`config.mk`:
```
export PLATFORM = sky130hd
export DESIGN_NAME = led_pwm_driver
export DESIGN_NICKNAME = d
export VERILOG_FILES = /design/src/rtl/led_pwm_driver.sv
export SDC_FILE = /design/constraint.sdc
export NUM_CORES = 1
export LEC_CHECK = 0
export ABC_CLOCK_PERIOD_IN_PS = 4500
export CORE_AREA = 2 2 73 75
export CTS_CLUSTER_DIAMETER = 150
export DETAILED_ROUTE_END_ITERATION = 8
export DIE_AREA = 0 0 75 77
export GPL_TIMING_DRIVEN = 0
export PLACE_DENSITY = 0.81
export SYNTH_ARGS = -nofsm -noshare
export SYNTH_HDL_FRONTEND = slang
export SYNTH_SLANG_ARGS = --single-unit
```
`constraint.sdc`:
```
create_clock -name clk -period 4.5 [get_ports clk]
set_input_delay 0.9 -clock clk [delete_from_list [all_inputs] [get_ports clk]]
set_output_delay 0.9 -clock clk [all_outputs]
set_load 0.05 [all_outputs]
```
`src/rtl/led_pwm_driver.sv`:
```
// led_pwm_driver: 16-step PWM dimmer for the 24 board LEDs.
// Pattern and config changes are applied only at frame boundaries, so no
// frame is ever glitched. The optional blink feature is compiled in when
// LED_PWM_BLINK_EN is defined. BLINK_FRAMES sets frames per blink half-period.
module led_pwm_driver #(
  parameter int unsigned PRESCALE     = 100,
  parameter int unsigned BLINK_FRAMES = 64
) (
  input  logic        clk,
  input  logic        rst,
  input  logic [23:0] led_in,
  input  logic        cfg_we,
  input  logic [7:0]  cfg_data,
  output logic [23:0] led_out,
  output logic        frame_start
);

  localparam int unsigned PRE_W = (PRESCALE > 1) ? $clog2(PRESCALE) : 1;

  // Reject illegal parameter values at elaboration time.
  if (PRESCALE < 1 || PRESCALE > 65535) begin : g_bad_prescale
    $error("led_pwm_driver: PRESCALE must be 1..65535");
  end
  if (BLINK_FRAMES < 1 || BLINK_FRAMES > 1023) begin : g_bad_blink_frames
    $error("led_pwm_driver: BLINK_FRAMES must be 1..1023");
  end

  logic [PRE_W-1:0] pre_cnt;
  logic [3:0]       pwm_cnt;
  logic [23:0]      active_led;
  logic [3:0]       pend_duty;
  logic [3:0]       act_duty;
  logic [3:0]       next_duty;
  logic             tick;
  logic             boundary;
  logic             phase_on;
  logic [23:0]      led_next;

  assign tick      = (pre_cnt == PRE_W'(PRESCALE - 1));
  assign boundary  = tick && (pwm_cnt == 4'hF);
  // A config write landing on the boundary goes live in the frame it opens.
  assign next_duty = cfg_we ? cfg_data[3:0] : pend_duty;

`ifdef LED_PWM_BLINK_EN
  localparam int unsigned BLK_W = (BLINK_FRAMES > 1) ? $clog2(BLINK_FRAMES) : 1;

  logic             pend_blink;
  logic             act_blink;
  logic             next_blink;
  logic [BLK_W-1:0] blink_cnt;
  logic             blink_on;
  logic             unused_cfg;

  assign next_blink = cfg_we ? cfg_data[4] : pend_blink;
  assign phase_on   = blink_on;
  assign unused_cfg = ^cfg_data[7:5];

  // Blink state: count frames while blinking stays enabled across a boundary,
  // toggling the phase every BLINK_FRAMES frames; otherwise hold ON and zero.
  always_ff @(posedge clk) begin
    if (rst) begin
      pend_blink <= 1'b0;
      act_blink  <= 1'b0;
      blink_cnt  <= '0;
      blink_on   <= 1'b1;
    end else begin
      if (cfg_we) begin
        pend_blink <= cfg_data[4];
      end
      if (boundary) begin
        act_blink <= next_blink;
        if (next_blink && act_blink) begin
          if (blink_cnt == BLK_W'(BLINK_FRAMES - 1)) begin
            blink_cnt <= '0;
            blink_on  <= ~blink_on;
          end else begin
            blink_cnt <= blink_cnt + 1'b1;
          end
        end else begin
          blink_cnt <= '0;
          blink_on  <= 1'b1;
        end
      end
    end
  end
`else
  logic unused_cfg;

  assign phase_on   = 1'b1;
  assign unused_cfg = ^cfg_data[7:4];
`endif

  // Output pattern for the current PWM step, before the output register.
  always_comb begin
    // NOTE: default assignment first so no path leaves led_next unassigned (no latch).
    led_next = '0;
    if (phase_on && ((act_duty == 4'hF) || (pwm_cnt < act_duty))) begin
      led_next = active_led;
    end
  end

  // Prescaler, PWM step counter, frame-boundary loads and registered outputs.
  always_ff @(posedge clk) begin
    // NOTE: sequential state uses non-blocking assignments so every flop samples pre-edge values.
    if (rst) begin
      pre_cnt     <= '0;
      pwm_cnt     <= '0;
      active_led  <= '0;
      pend_duty   <= 4'hF;
      act_duty    <= 4'hF;
      led_out     <= '0;
      frame_start <= 1'b0;
    end else begin
      pre_cnt <= tick ? '0 : pre_cnt + 1'b1;
      if (tick) begin
        pwm_cnt <= pwm_cnt + 1'b1;
      end
      if (cfg_we) begin
        pend_duty <= cfg_data[3:0];
      end
      if (boundary) begin
        active_led <= led_in;
        act_duty   <= next_duty;
      end
      frame_start <= boundary;
      led_out     <= led_next;
    end
  end

endmodule
```
==> results_dict.tcl <==
set metrics [dict create \
    status "finished, final reports clean" \
    slew_headroom 0.649 \
    syn_nets 318 \
    slowest_stage "clkdlybuf4s50_1" \
    routedWlPerCell_um 12.0 \
    rsz0062_at_grt "no" \
    tns_ns 0 \
    crit_family "buffers and inverters" \
    ir_drop_v 0.000285 \
    core-area_mm2 0.00498 \
    synthCells 278 \
    clkTransAtPathRegs_ns 0.07 \
    timing_worst_setup_path_type "reg2out" \
    setup_viol 0 \
    period_share 0.530 \
    dp_hpwl_mm 3.52 \
    maxCapViolCount 0 \
    ys_ff_latch 68 \
    cts_resized 0 \
    arrival_ns 1.48 \
    layout-drive-gt1-share 0.0747 \
    post-cts-setup-buffer-count 0 \
    drtPass1Iterations 4 \
    clockBufferDepth 2 \
    synthArstFlopShare 0 \
    cp-start-kind "flip-flop" \
    power_density_mw_per_mm2 328 \
    synth-main-ff-cell "dfxtp_1" \
    yosys_warnings 0 \
    maxSlewViolCount 0 \
    rows 26 \
    crit_fanout 1 \
    die-area_mm2 0.00578 \
    use_met2 0.310 \
    antenna_found_initial 0 \
    fillers 440 \
    via_per_inst 4.89 \
    ios 60 \
    antenna_cells 0 \
    clk_latency_ns 0.34 \
    finalCriticalPeriod_ns 2.38 \
    root_buffer "clkbuf_8" \
    fp.dieW_um 75 \
    max_freq_mhz 420 \
    yosysUniqueCellTypes 29 \
    hold_class "reg2reg" \
    nNetsFinal 383 \
    htreeDepth 3 \
    yosysMostFrequentCell "dfxtp_1" \
    grt-ovfl-total 0 \
    die_h_um 77 \
    gp_congestion 0.756 \
    cts.hold.buffers_added 0 \
    worst_ep_required_time_ns 3.60 \
    setup.worst_path.end_class "output port" \
    area_growth_pct 31.7 \
    use_met3 0.0434 \
    cp_num_buf_inv 1 \
    crit_chain "clkdlybuf4s50_1" \
    ant_nets 0 \
    busiest_layer "met2" \
    cellLeakagePower_nw 1.24 \
    post-route-drc-count 0 \
    num_vias 2046 \
    synth_area_leaders "dfxtp_1, a21oi_1, nand2_1, nand2b_1, ha_1" \
    tightest_slew_ns 0.526 \
    wirelength_mm 5.02 \
    yosysTopAreaCell "dfxtp_1" \
    cpPeakStageDelay_ns 0.81 \
    ys_seq_area_frac 0.540 \
    synthTopCellsByCount "dfxtp_1, nand2_1, a21oi_1" \
    synth_edf_count 0 \
    synth_top_cell_area_share 0.540 \
    final_util 0.666 \
    finClkSkew_ns 0.00692 \
    synth.cell_area_mm2 0.00252 \
    clock_sinks 68 \
    first_global_vias 1972 \
    grt_util_all_layers 0.195 \
    dr.first_iter.drc_count 125 \
    cts_buffers 9 \
    cts_tree "yes" \
    port_buffers 54 \
    grt_max_degree 12 \
    met1_usage 0.238 \
    hold_viol 0 \
    initial_core_util 0.506 \
    grt_pass1_wl_mm 8.65 \
    avgSynthCellArea_um2 9.06 \
]
[final timing paths]
kind                       endpoint  slack, ns  cells after the start                         from
max                     led_out[20]       2.12                      1       led_out[20]$_SDFF_PP0_
min          led_out[22]$_SDFF_PP0_       0.44                      2  active_led[22]$_SDFFE_PP0P_
max reg2reg  led_out[13]$_SDFF_PP0_       2.63                      6     act_duty[3]$_SDFFE_PP1P_
min reg2reg  led_out[22]$_SDFF_PP0_       0.44                      2  active_led[22]$_SDFFE_PP0P_
[routing by layer]
metal,wire (um),vias to the layer above
met5,0,-
li1,-,1046
met4,111,0
met2,2330,56
met1,2300,933
met3,274,11
[state kept, by name (all words and copies together), names as in the netlist]
| register | flops |
|---|---|
| act_duty | 4 |
| pend_duty | 4 |
| led_out | 24 |
| pwm_cnt | 4 |
| pre_cnt | 7 |
| frame_start | 1 |
| active_led | 24 |
[final cells by class]
| cell class | instances | area, um^2 | share of cell area |
|---|---|---|---|
| Inverter | 5 | 18.8 | 0.00566 |
| Buffer | 17 | 113 | 0.0339 |
| Clock buffer | 12 | 145 | 0.0438 |
| Sequential cell | 68 | 1360 | 0.410 |
| Tap cell | 70 | 87.6 | 0.0264 |
| Clock inverter | 4 | 25.0 | 0.00754 |
| Timing Repair Buffer | 54 | 541 | 0.163 |
| Multi-Input combinational cell | 188 | 1030 | 0.309 |
[logic make-up after synthesis]
family,after synthesis,share of synthesized area
mux,1,0.00397
xor+xnor,6,0.0209
simple gates,113,0.219
flops,68,0.540
fa+ha+maj,5,0.0248
compound gates,63,0.139
buf+inv,22,0.0522
[power breakdown]
group	switching [W]	internal (W)	leakage [nW]
clock network	0.000215	0.000213	0.0824
logic	0.0000185	0.0000317	0.604
registers	0.00000209	0.000606	0.549
total	0.000236	0.000851	1.24
[layout by cell type, fill, tap and decap left out, drive strengths merged]
cell | netlist | routed
clkbuf | 10 | 22
nor2 | 10 | 10
clkinv | 0 | 2
dfxtp | 68 | 68
nand2b | 26 | 26
nor2b | 4 | 4
nor4 | 2 | 2
a21oi | 52 | 52
a2111oi | 1 | 1
mux2i | 1 | 1
clkinvlp | 0 | 2
nand3 | 3 | 3
nand3b | 1 | 1
clkdlybuf4s50 | 0 | 54
inv | 5 | 5
and3 | 1 | 1
o21ai | 6 | 6
ha | 5 | 5
a211o | 4 | 4
or3 | 3 | 3
xnor2 | 3 | 3
xor2 | 3 | 3
nand2 | 59 | 59
buf | 7 | 7
nor3 | 1 | 1
nand4 | 2 | 2
nand4bb | 1 | 1
[per-stage QoR]
stage / hold slack [ns] / cells / setup slack [ns] / cell area (um^2) / power (W)
finish: 0.440 / 418 / 2.12 / 3320 / 0.00109
global route: 0.466 / 418 / 2.07 / 3320 / 0.00113
CTS: 0.446 / 418 / 2.09 / 3320 / 0.00110
detailed placement: 0.436 / 402 / 2.13 / 3150 / 0.000673
global placement: 0.425 / 402 / 2.18 / 3150 / 0.000672
floorplan: 0.413 / 278 / 2.60 / 2520 / 0.000640
Power figures use the tool's default switching activity.
